<file path="config.mk">
export PLATFORM = sky130hd
export DESIGN_NAME = gs_butterfly_serial
export DESIGN_NICKNAME = d
export VERILOG_FILES = /design/src/rtl/gs_butterfly_serial.sv
export SDC_FILE = /design/constraint.sdc
export NUM_CORES = 1
export LEC_CHECK = 0
export BUFFER_PORTS_ARGS = -buffer_cell sky130_fd_sc_hd__buf_4
export CAP_MARGIN = 0
export CORE_ASPECT_RATIO = 1.4
export CORE_MARGIN = 3
export CORE_UTILIZATION = 61
export DETAILED_ROUTE_END_ITERATION = 7
export GPL_TIMING_DRIVEN = 1
export MAX_ROUTING_LAYER = met4
export PLACE_DENSITY = 0.82
export SETUP_SLACK_MARGIN = 0.02
export SLEW_MARGIN = 20
export SYNTH_ARGS = -nofsm -noshare
export SYNTH_HDL_FRONTEND = slang
export SYNTH_SLANG_ARGS = --single-unit
export TNS_END_PERCENT = 5
</file>
<file path="constraint.sdc">
create_clock -name clk -period 6.2 [get_ports clk]
set_input_delay 0.93 -clock clk [delete_from_list [all_inputs] [get_ports clk]]
set_output_delay 0.93 -clock clk [all_outputs]
set_load 0.005 [all_outputs]
</file>
<file path="src/rtl/gs_butterfly_serial.sv">
// Inverse-NTT Gentleman-Sande butterfly.
// a_out = (a + b) mod q and b_out = ((a - b) * w) mod q. The product is formed
// with a bit-serial interleaved shift-add multiplier, MSB of the twiddle first.
module gs_butterfly_serial #(
  parameter int unsigned Width = 16,
  parameter int unsigned Q     = 12289
) (
  input  logic             clk,
  input  logic             rst_n,
  input  logic             in_valid_i,
  output logic             in_ready_o,
  input  logic [Width-1:0] a_in_i,
  input  logic [Width-1:0] b_in_i,
  input  logic [Width-1:0] w_in_i,
  output logic             out_valid_o,
  input  logic             out_ready_i,
  output logic [Width-1:0] a_out_o,
  output logic [Width-1:0] b_out_o
);

  localparam int unsigned    IdxW   = (Width > 1) ? $clog2(Width) : 1;
  localparam logic [Width:0] QExt   = (Width + 1)'(Q);
  localparam logic [IdxW-1:0] IdxTop = IdxW'(Width - 1);

  typedef enum logic [1:0] {StIdle, StMul, StDone} state_e;

  state_e           state_q;
  logic [Width-1:0] a_q;
  logic [Width-1:0] d_q;
  logic [Width-1:0] w_q;
  logic [Width-1:0] acc_q;
  logic [IdxW-1:0]  idx_q;

  logic [Width:0]   sum_raw;
  logic [Width-1:0] sum_res;
  logic [Width-1:0] diff_res;
  logic [Width:0]   dbl_raw;
  logic [Width:0]   dbl_red;
  logic [Width:0]   add_raw;
  logic [Width-1:0] step_res;

  // Operand preprocessing and one multiplier step; all values stay below 2q.
  always_comb begin
    sum_raw = {1'b0, a_in_i} + {1'b0, b_in_i};
    sum_res = (sum_raw >= QExt) ? Width'(sum_raw - QExt) : Width'(sum_raw);

    // Negative difference is wrapped by adding q before subtracting b.
    if (a_in_i >= b_in_i) begin
      diff_res = Width'({1'b0, a_in_i} - {1'b0, b_in_i});
    end else begin
      diff_res = Width'({1'b0, a_in_i} + QExt - {1'b0, b_in_i});
    end

    dbl_raw = {acc_q, 1'b0};
    dbl_red = (dbl_raw >= QExt) ? (dbl_raw - QExt) : dbl_raw;
    add_raw = w_q[idx_q] ? (dbl_red + {1'b0, d_q}) : dbl_red;
    step_res = (add_raw >= QExt) ? Width'(add_raw - QExt) : Width'(add_raw);
  end

  // Control FSM plus datapath registers; reset abandons any operation in flight.
  always_ff @(posedge clk or negedge rst_n) begin
    if (!rst_n) begin
      state_q <= StIdle;
      a_q     <= '0;
      d_q     <= '0;
      w_q     <= '0;
      acc_q   <= '0;
      idx_q   <= '0;
    end else begin
      case (state_q)
        StIdle: begin
          if (in_valid_i) begin
            a_q     <= sum_res;
            d_q     <= diff_res;
            w_q     <= w_in_i;
            acc_q   <= '0;
            idx_q   <= IdxTop;
            state_q <= StMul;
          end
        end
        StMul: begin
          acc_q <= step_res;
          if (idx_q == '0) begin
            state_q <= StDone;
          end else begin
            idx_q <= idx_q - IdxW'(1);
          end
        end
        StDone: begin
          if (out_ready_i) begin
            state_q <= StIdle;
          end
        end
        default: state_q <= StIdle;
      endcase
    end
  end

  // Handshake flags decode straight from the state register; data are registers.
  always_comb begin
    in_ready_o  = (state_q == StIdle);
    out_valid_o = (state_q == StDone);
    a_out_o     = a_q;
    b_out_o     = acc_q;
  end

endmodule

</file>
**Yosys cells after proc, flatten, opt, wreduce, memory -nomap -nowiden**

Cells that the tools add are included.

- Register bits: 70
- Output and inout bits: 34
- Logic and storage cells: 49
- Input bits: 52

- Magnitude comparators: 5
- Mux-type cells: 16
- Add/subtract/negate cells: 9
- Eq/ne operators: 6
- Reductions and logical operators: 7

Operators by type and width:

| kind | count |
|---|---|
| $mux 16 | 4 |
| $ge 17x14->1 const B | 3 |
| $mux 17 | 2 |
| $pmux 16 s2 | 1 |
| $sub 16x14->16 const B | 2 |
| $sub 16x16->16 | 2 |
| $add 16x16->17 | 1 |
| $add 17x16->17 | 1 |
| $sub 17x14->17 const B | 1 |
| $add 16x14->16 const B | 1 |
| $ge 16x16->1 | 1 |
| $mux 4 | 2 |
| $pmux 4 s2 | 1 |
| $mux 2 | 3 |
| $ne 2x2->1 const B | 3 |
| $pmux 2 s3 | 1 |
| $reduce_and 3->1 | 2 |
| $lt 4x5->1 const B | 1 |
| $bmux 1 s4 | 1 |
| $logic_not 4->1 | 1 |
| $reduce_and 2->1 | 2 |
| $sub 4x1->4 const B | 1 |
| $eq 2x1->1 const B | 1 |
| $eq 2x2->1 const B | 1 |
| other kinds (4) | 4 |

**Depth between registers and ports, before layout**

Gate-level depths: netlist (run 1).

- Word-level depth: 7
- Gate-level depth with buffers: 20
- Gate-level depth less buffers: 19

**Worst setup path before layout (run 1)**

No wires, ideal clock.

- Path type: register to register
- Start point: reg acc_q[0], in the netlist b_out_o[0]
- End point: reg acc_q[13], in the netlist b_out_o[13]
- Required time: 6078 ps
- Clock period less this slack: 4650 ps
- Slack: 1550 ps
- Arrival: 4528 ps
- Path buffers: 0
- Cell stages (with the launch flop): 19
- Library setup time: 122 ps
- Path through: dfrtp_1 > inv_1 > ha_1 > nor3b_1 > a31o_2 > nand2_1 > xnor2_1 > inv_1 > ha_1 > a21oi_1 > o2111ai_1 > a2111o_1 > a31oi_1 > o21ba_2 > or2_4 > o41ai_4 > and2_4 > o311ai_1 > a32o_1

- Word-level cells in the longest chain between the ends: 7
- Elaborated cells on any way between the ends: 9
- Those cells by class: 3 x add/sub; 2 x order compare; 4 x mux

RTL lines:

| what | line | RTL |
|---|---|---|
| start, declared | 31 | `logic [Width-1:0] acc_q;` |
| start signal, assigned | 82 | `acc_q <= step_res;` |
| $sub 17x14->17 or $ge 17x14->1 (tied branches) | 55 | `dbl_red = (dbl_raw >= QExt) ? (dbl_raw - QExt) : dbl_raw;` |
| $mux 17 (*) | 55 |  |
| $add 17x16->17 | 56 | `add_raw = w_q[idx_q] ? (dbl_red + {1'b0, d_q}) : dbl_red;` |
| $mux 17 (*) | 56 |  |
| $sub 16x14->16 or $ge 17x14->1 (tied branches) | 57 | `step_res = (add_raw >= QExt) ? Width'(add_raw - QExt) : Width'(add_raw);` |
| $mux 16 (*) | 57 |  |
| $pmux 16 s2 (*) | 70 | `case (state_q)` |

Every way passes the cells marked *; elsewhere a longest branch is shown, timed or not.
A chain may end at the register's enable or synchronous reset.

**Worst setup path in the final report (run 1)**

Ends and elaborated chain as after synthesis.

==> impl_metrics.toml, run 1 <==
[route]
routed_wl_microns = 20100
firstDrtPassIters = 6
drt.antenna.violating_nets = 0
viasPerCell = 6.13
drc = 0
wl_per_cell_microns = 16.3
dr_total_vias = 7559
drtIter0Drc = 433

[placed_design]
portBuffers = 85
hpwl_microns = 16000
postPlaceCellArea_sq_um = 8760
gp_congestion = 0.978

[global_routing]
grt_usage = 0.285
antenna_found_initial = 0
grt_pass1_vias = 7211
grt_pass1_wl_microns = 32900
grt_max_degree = 76
gr-total-overflow = 0

[timing]
rsz0062_at_grt = "false"
setup_viol = 0
skew_ns = 0.00469
tns_ns = 0
fin_hold_ws_ns = 0.474
hold_viol_final = 0
fin_crit_ns = 5.39
finalMaxSlewViolations = 0
max_slew.worst_pin.slew_ns = 0.871
slew_headroom = 0.419
min_period_over_period = 0.869
fmax_ghz = 0.186

[worst_hold_path]
hold_depth = 2
hp-class = "flip-flop to flip-flop"

[setup_path]
crit_required_ns = 6.42
cp-start-kind = "flip-flop"
crit_fanout = 14
slowest_stage = "o2111ai_1"
worstSetupPathType = "flip-flop to flip-flop"
path_depth = 18
worstSetupEndpointType = "flip-flop"
cp.arrival_ns = 5.61
path_buf_inv = 2
worstRegToRegCells = 18
critPathMaxStageDelay_ns = 0.56
critPathTopFamily = "compound AO/OA/AOI/OAI gates"
cpMostUsedCell = "ha_1"
path_cells = "inv_1 > ha_1 > nor3b_1 > a31o_2 > nand2_1 > mux2i_1 > ha_1 > nand3_1 > o2111ai_1 > a21oi_1 > xnor2_1 > o32a_1 > or2_4 > o41ai_4 > buf_4 > and2_4 > o311ai_1 > a32o_1"

[finish]
final_nets = 1218
fin_area_sq_um = 9030
drive_gt1_frac = 0.136
diodes = 0
area_growth_pct = 11.9

[floorplanning]
io_pins = 86
start_util = 0.627
die_w_microns = 103
rows = 49
core_sq_um = 12900
die_area_sq_um = 14700
die_y_microns = 142

[synth]
synth_cells = 1017
async_flop_share = 1.00
synthFlopType = "dfrtp_1"
synth_edf_count = 0
postSynthAreaPerCell_sq_um = 7.93
yosysSeqAreaShare = 0.217
ys_warn_count = 0
synth-seq-cells = 70
syn_area_sq_um = 8070
yosysUniqueCellTypes = 84
synth_fp_nets = 1158

[power_and_ir_drop]
peakVddDrop_mv = 0.344
powerDensity_nw_per_um2 = 580
p_leak_uw = 0.00423

[clocking]
post_cts_resized = 0
clock-sinks = 70
htreeDepth = 3
cts.clk_slew.worst_paths_ns = 0.06
insertion_delay_ns = 0.34
cts_hold_buf = 0
cts-root-buf = "clkbuf_16"
cts_tree = "done"
cts_setup_buffers = 0
clockBufferDepth = 2
numCtsBuffers = 9

[flow_run]
cap_violations = 0

[status]
status = "complete, no violations"
-- synthesized netlist by cell type (8+ instances only) --
cell type,instances,area [sq um]
and3_1,12,75.1
o21ai_0,56,280
o21bai_1,10,75.1
clkbuf_1,32,120
a31oi_1,13,81.3
a21o_1,17,128
ha_1,74,926
nor2_1,66,248
xor2_1,24,210
xnor2_1,44,385
or3_1,10,62.6
nor2b_1,12,75.1
inv_1,94,353
nand3_1,21,105
a211oi_1,11,82.6
nand2b_1,10,62.6
mux2i_1,24,240
nand4_1,12,75.1
a21oi_1,55,275
and2_1,12,75.1
fa_1,15,300
o31ai_1,14,105
dfrtp_1,70,1750
o21a_1,8,60.1
nor3_1,21,105
nand2_1,139,522
o211ai_1,15,113
-- area by class of cell --
class | count | area, sq um
Multi-Input combinational cell | 809 | 5780
Fill cell | 1116 | 3850
Sequential cell | 70 | 1750
Timing Repair Buffer | 91 | 683
Inverter | 96 | 362
Clock buffer | 9 | 225
Tap cell | 153 | 191
Clock inverter | 6 | 38.8
-- through the flow --
stage,setup WS (ns),cells,utilization,power (uW)
after floorplan,1.55,1017,-,3830
after global routing,0.504,1234,0.701,5710
after global placement,1.10,1219,0.680,4620
after CTS,0.875,1234,0.701,5210
final,0.810,1234,0.701,5240
after detailed placement,0.907,1219,0.681,4710
-- cells by family after synthesis --
| kind of cell | Yosys count | share of synthesized area |
|---|---|---|
| AND/OR/NAND/NOR | 351 | 0.210 |
| flip-flops | 70 | 0.217 |
| adder cells (fa/ha/maj) | 89 | 0.152 |
| AO/OA/AOI/OAI | 266 | 0.226 |
| XOR/XNOR | 68 | 0.0738 |
| multiplexers | 35 | 0.0535 |
| buffers and inverters | 138 | 0.0676 |
-- worst paths after layout --
path	endpoint	start	slack, ns
hold reg to reg	w_q[14]$_DFFE_PN0P_	w_q[14]$_DFFE_PN0P_	0.47
setup / recovery	b_out_o[13]$_DFFE_PN0P_	b_out_o[0]$_DFFE_PN0P_	0.81
hold / removal	w_q[14]$_DFFE_PN0P_	w_q[14]$_DFFE_PN0P_	0.47
min in group asynchronous	w_q[10]$_DFFE_PN0P_	rst_n	0.70
setup reg to reg	b_out_o[13]$_DFFE_PN0P_	b_out_o[0]$_DFFE_PN0P_	0.81
max in group asynchronous	d_q[0]$_DFFE_PN0P_	rst_n	4.92
-- metal layers --
metal	track usage	share of wire	up-vias
met5	-	0	-
met4	0.120	0.040	0
met3	0.0378	0.044	60
met2	0.497	0.52	217
met1	0.322	0.39	3578
li1	-	-	3704
-- layout by cell type, fill, tap and decap left out, types with 10 or more instances in the layout --
cell type | synthesis | routed
and3_1 | 12 | 12
a21o_1 | 17 | 17
nor3_1 | 21 | 21
nor2_1 | 66 | 66
xnor2_1 | 44 | 44
nand3_1 | 21 | 21
nand2b_1 | 10 | 10
fa_1 | 15 | 15
o21ai_0 | 56 | 56
mux2i_1 | 24 | 24
inv_1 | 94 | 94
ha_1 | 74 | 74
o31ai_1 | 14 | 14
a31oi_1 | 13 | 13
or3_1 | 10 | 10
a21oi_1 | 55 | 55
nand4_1 | 12 | 12
xor2_1 | 24 | 24
a211oi_1 | 11 | 11
buf_4 | 1 | 91
and2_1 | 12 | 12
nand2_1 | 139 | 138
dfrtp_1 | 70 | 70
o211ai_1 | 15 | 15
nor2b_1 | 12 | 12
-- state kept, by name, indices dropped and copies added (netlist names) --
name and flops:
a_out_o 16, b_out_o 16, d_q 16, idx_q 4
state_q 2, w_q 16
-- worst min-delay path, cell delays in order (launching register included) --
cell and delay [ns]:
dfrtp_1 0.34, nand2_1 0.05, nand2_1 0.05
-- power by group --
part / internal [uW] / switching, uW / leakage, uW / total, uW
combinational: 1640 / 2210 / 0.00325 / 3850
sequential: 699 / 229 / 0.000852 / 928
clock: 267 / 197 / 0.000127 / 464
Power figures use the tool's default switching activity.
==> run 2: changes to the inputs <==
--- a/config.mk
+++ b/config.mk
@@ -9,11 +9,12 @@
 export CAP_MARGIN = 0
 export CORE_ASPECT_RATIO = 1.4
 export CORE_MARGIN = 3
-export CORE_UTILIZATION = 61
+export CORE_UTILIZATION = 42
+export CTS_CLUSTER_SIZE = 12
 export DETAILED_ROUTE_END_ITERATION = 7
 export GPL_TIMING_DRIVEN = 1
 export MAX_ROUTING_LAYER = met4
-export PLACE_DENSITY = 0.82
+export REMOVE_ABC_BUFFERS = 1
 export SETUP_SLACK_MARGIN = 0.02
 export SLEW_MARGIN = 20
 export SYNTH_ARGS = -nofsm -noshare
==> impl_metrics.toml, run 2 (synthesized netlist as in run 1, its figures left out) <==
[status]
status = "complete, no violations"

[clocking]
numCtsBuffers = 9
post_cts_resized = 0
cts_setup_buffers = 0
insertion_delay_ns = 0.35
htreeDepth = 3
clock-sinks = 70
cts.clk_slew.worst_paths_ns = 0.06
cts_hold_buf = 0
clockBufferDepth = 2
cts-root-buf = "clkbuf_16"
cts_tree = "done"

[worst_hold_path]
hp-class = "flip-flop to flip-flop"
hold_depth = 2
whs_endpoint = "w_q[7]$_DFFE_PN0P_"
worst_hold_startpoint = "w_q[7]$_DFFE_PN0P_"

[setup_path]
worstSetupPathType = "flip-flop to flip-flop"
r2r_setup_slack_ns = 0.86
worstRegToRegCells = 19
reg2reg_to = "b_out_o[3]$_DFFE_PN0P_"
regToRegStartpoint = "b_out_o[0]$_DFFE_PN0P_"
worstSetupEndpointType = "flip-flop"
crit_required_ns = 6.45
cp-start-kind = "flip-flop"
crit_fanout = 10
cp.arrival_ns = 5.58

[route]
routed_wl_microns = 21200
drc = 0
route.top_layer_used = "met4"
wl_met2_microns = 11100
wl_met3_microns = 426
drt.antenna.violating_nets = 0
drtIter0Drc = 355
dr_total_vias = 7311
viasPerCell = 5.51
wl_per_cell_microns = 15.9
wl_met1_microns = 8870
firstDrtPassIters = 4

[floorplanning]
die_w_microns = 123
start_util = 0.430
die_y_microns = 170
rows = 59
core_sq_um = 18800
die_area_sq_um = 20900
io_pins = 86

[timing]
fin_crit_ns = 5.34
setup_ws_ns = 0.863
hold_viol_final = 0
max_slew.worst_pin.slew_ns = 0.916
rsz0062_at_grt = "false"
min_period_over_period = 0.861
fmax_ghz = 0.187
skew_ns = 0.00540
setup_viol = 0
finalMaxSlewViolations = 0
slew_headroom = 0.389
tns_ns = 0

[global_routing]
grt_usage = 0.212
grt_max_degree = 76
grt_pass1_vias = 7196
gr-total-overflow = 0
antenna_found_initial = 0
grt_pass1_wl_microns = 34700

[placed_design]
hpwl_microns = 16700
postPlaceCellArea_sq_um = 8880
dp_slack_ns = 0.909
portBuffers = 85
gp_congestion = 0.868
placed_cells = 1311

[finish]
fin_area_sq_um = 9170
post-route-util = 0.489
instances_no_fill = 1327
final_cell_mix = "138 x nand2_1, 94 x inv_1, 92 x buf_4, 74 x ha_1, 70 x dfrtp_1"
final_nets = 1219
diodes = 0
mostFrequentLayoutCell = "nand2_1"
drive_gt1_frac = 0.137
area_growth_pct = 13.6
fillers = 1899

[power_and_ir_drop]
peakVddDrop_mv = 0.217
p_leak_uw = 0.00425
powerDensity_nw_per_um2 = 573

[flow_run]
cap_violations = 0
-- run 2: critical path: stages, from the launching register on --
cell       delay [ns]
dfrtp_1          0.46
inv_1            0.09
ha_1             0.23
nor3b_1          0.35
a31o_2           0.30
nand2_1          0.21
xnor2_1          0.36
inv_1            0.09
ha_1             0.30
a21oi_1          0.08
o2111ai_1        0.57
a21oi_1          0.22
xnor2_1          0.19
o32a_1           0.36
or2_4            0.26
o41ai_4          0.47
buf_4            0.26
a21oi_1          0.10
xnor2_1          0.13
o311ai_1         0.22
-- run 2: layout make-up --
cell class / count / area [sq um] / area share
Clock buffer: 10 / 239 / 0.0261
Clock inverter: 6 / 43.8 / 0.00478
Inverter: 96 / 362 / 0.0395
Multi-Input combinational cell: 809 / 5770 / 0.630
Sequential cell: 70 / 1750 / 0.191
Tap cell: 244 / 305 / 0.0333
Timing Repair Buffer: 92 / 691 / 0.0754
-- run 2: through the flow --
step | power, uW | hold slack, ns
final | 5250 | 0.474
after global routing | 5770 | 0.509
after CTS | 5270 | 0.477
after detailed placement | 4730 | 0.461
after global placement | 4700 | 0.452
after floorplan | 3740 | 0.440
-- run 2: power by group --
group          internal, uW  switching (uW)
Sequential              698             218
Combinational          1640            2190
Clock                   284             219
-- run 2: how the worst max path moves through the flow --
| stage | start | end | slack (ns) | depth (start not counted) |
|---|---|---|---|---|
| 6_report | b_out_o[0]$_DFFE_PN0P_ | b_out_o[3]$_DFFE_PN0P_ | 0.86 | 19 |
| 5_1_grt | b_out_o[0]$_DFFE_PN0P_ | b_out_o[3]$_DFFE_PN0P_ | 0.45 | 19 |
| 4_1_cts | b_out_o[0]$_DFFE_PN0P_ | b_out_o[3]$_DFFE_PN0P_ | 0.90 | 19 |
| 3_5_place_dp | b_out_o[0]$_DFFE_PN0P_ | b_out_o[3]$_DFFE_PN0P_ | 0.91 | 19 |
| 3_3_place_gp | b_out_o[0]$_DFFE_PN0P_ | b_out_o[3]$_DFFE_PN0P_ | 1.06 | 19 |
| 2_1_floorplan | b_out_o[0]$_DFFE_PN0P_ | b_out_o[13]$_DFFE_PN0P_ | 1.31 | 18 |
-- run 2: routing by layer --
| metal | GRT usage | vias to the layer above |
|---|---|---|
| met5 | - | - |
| li1 | - | 3708 |
| met3 | 0.0199 | 43 |
| met1 | 0.234 | 3450 |
| met4 | 0.0930 | 0 |
| met2 | 0.381 | 110 |
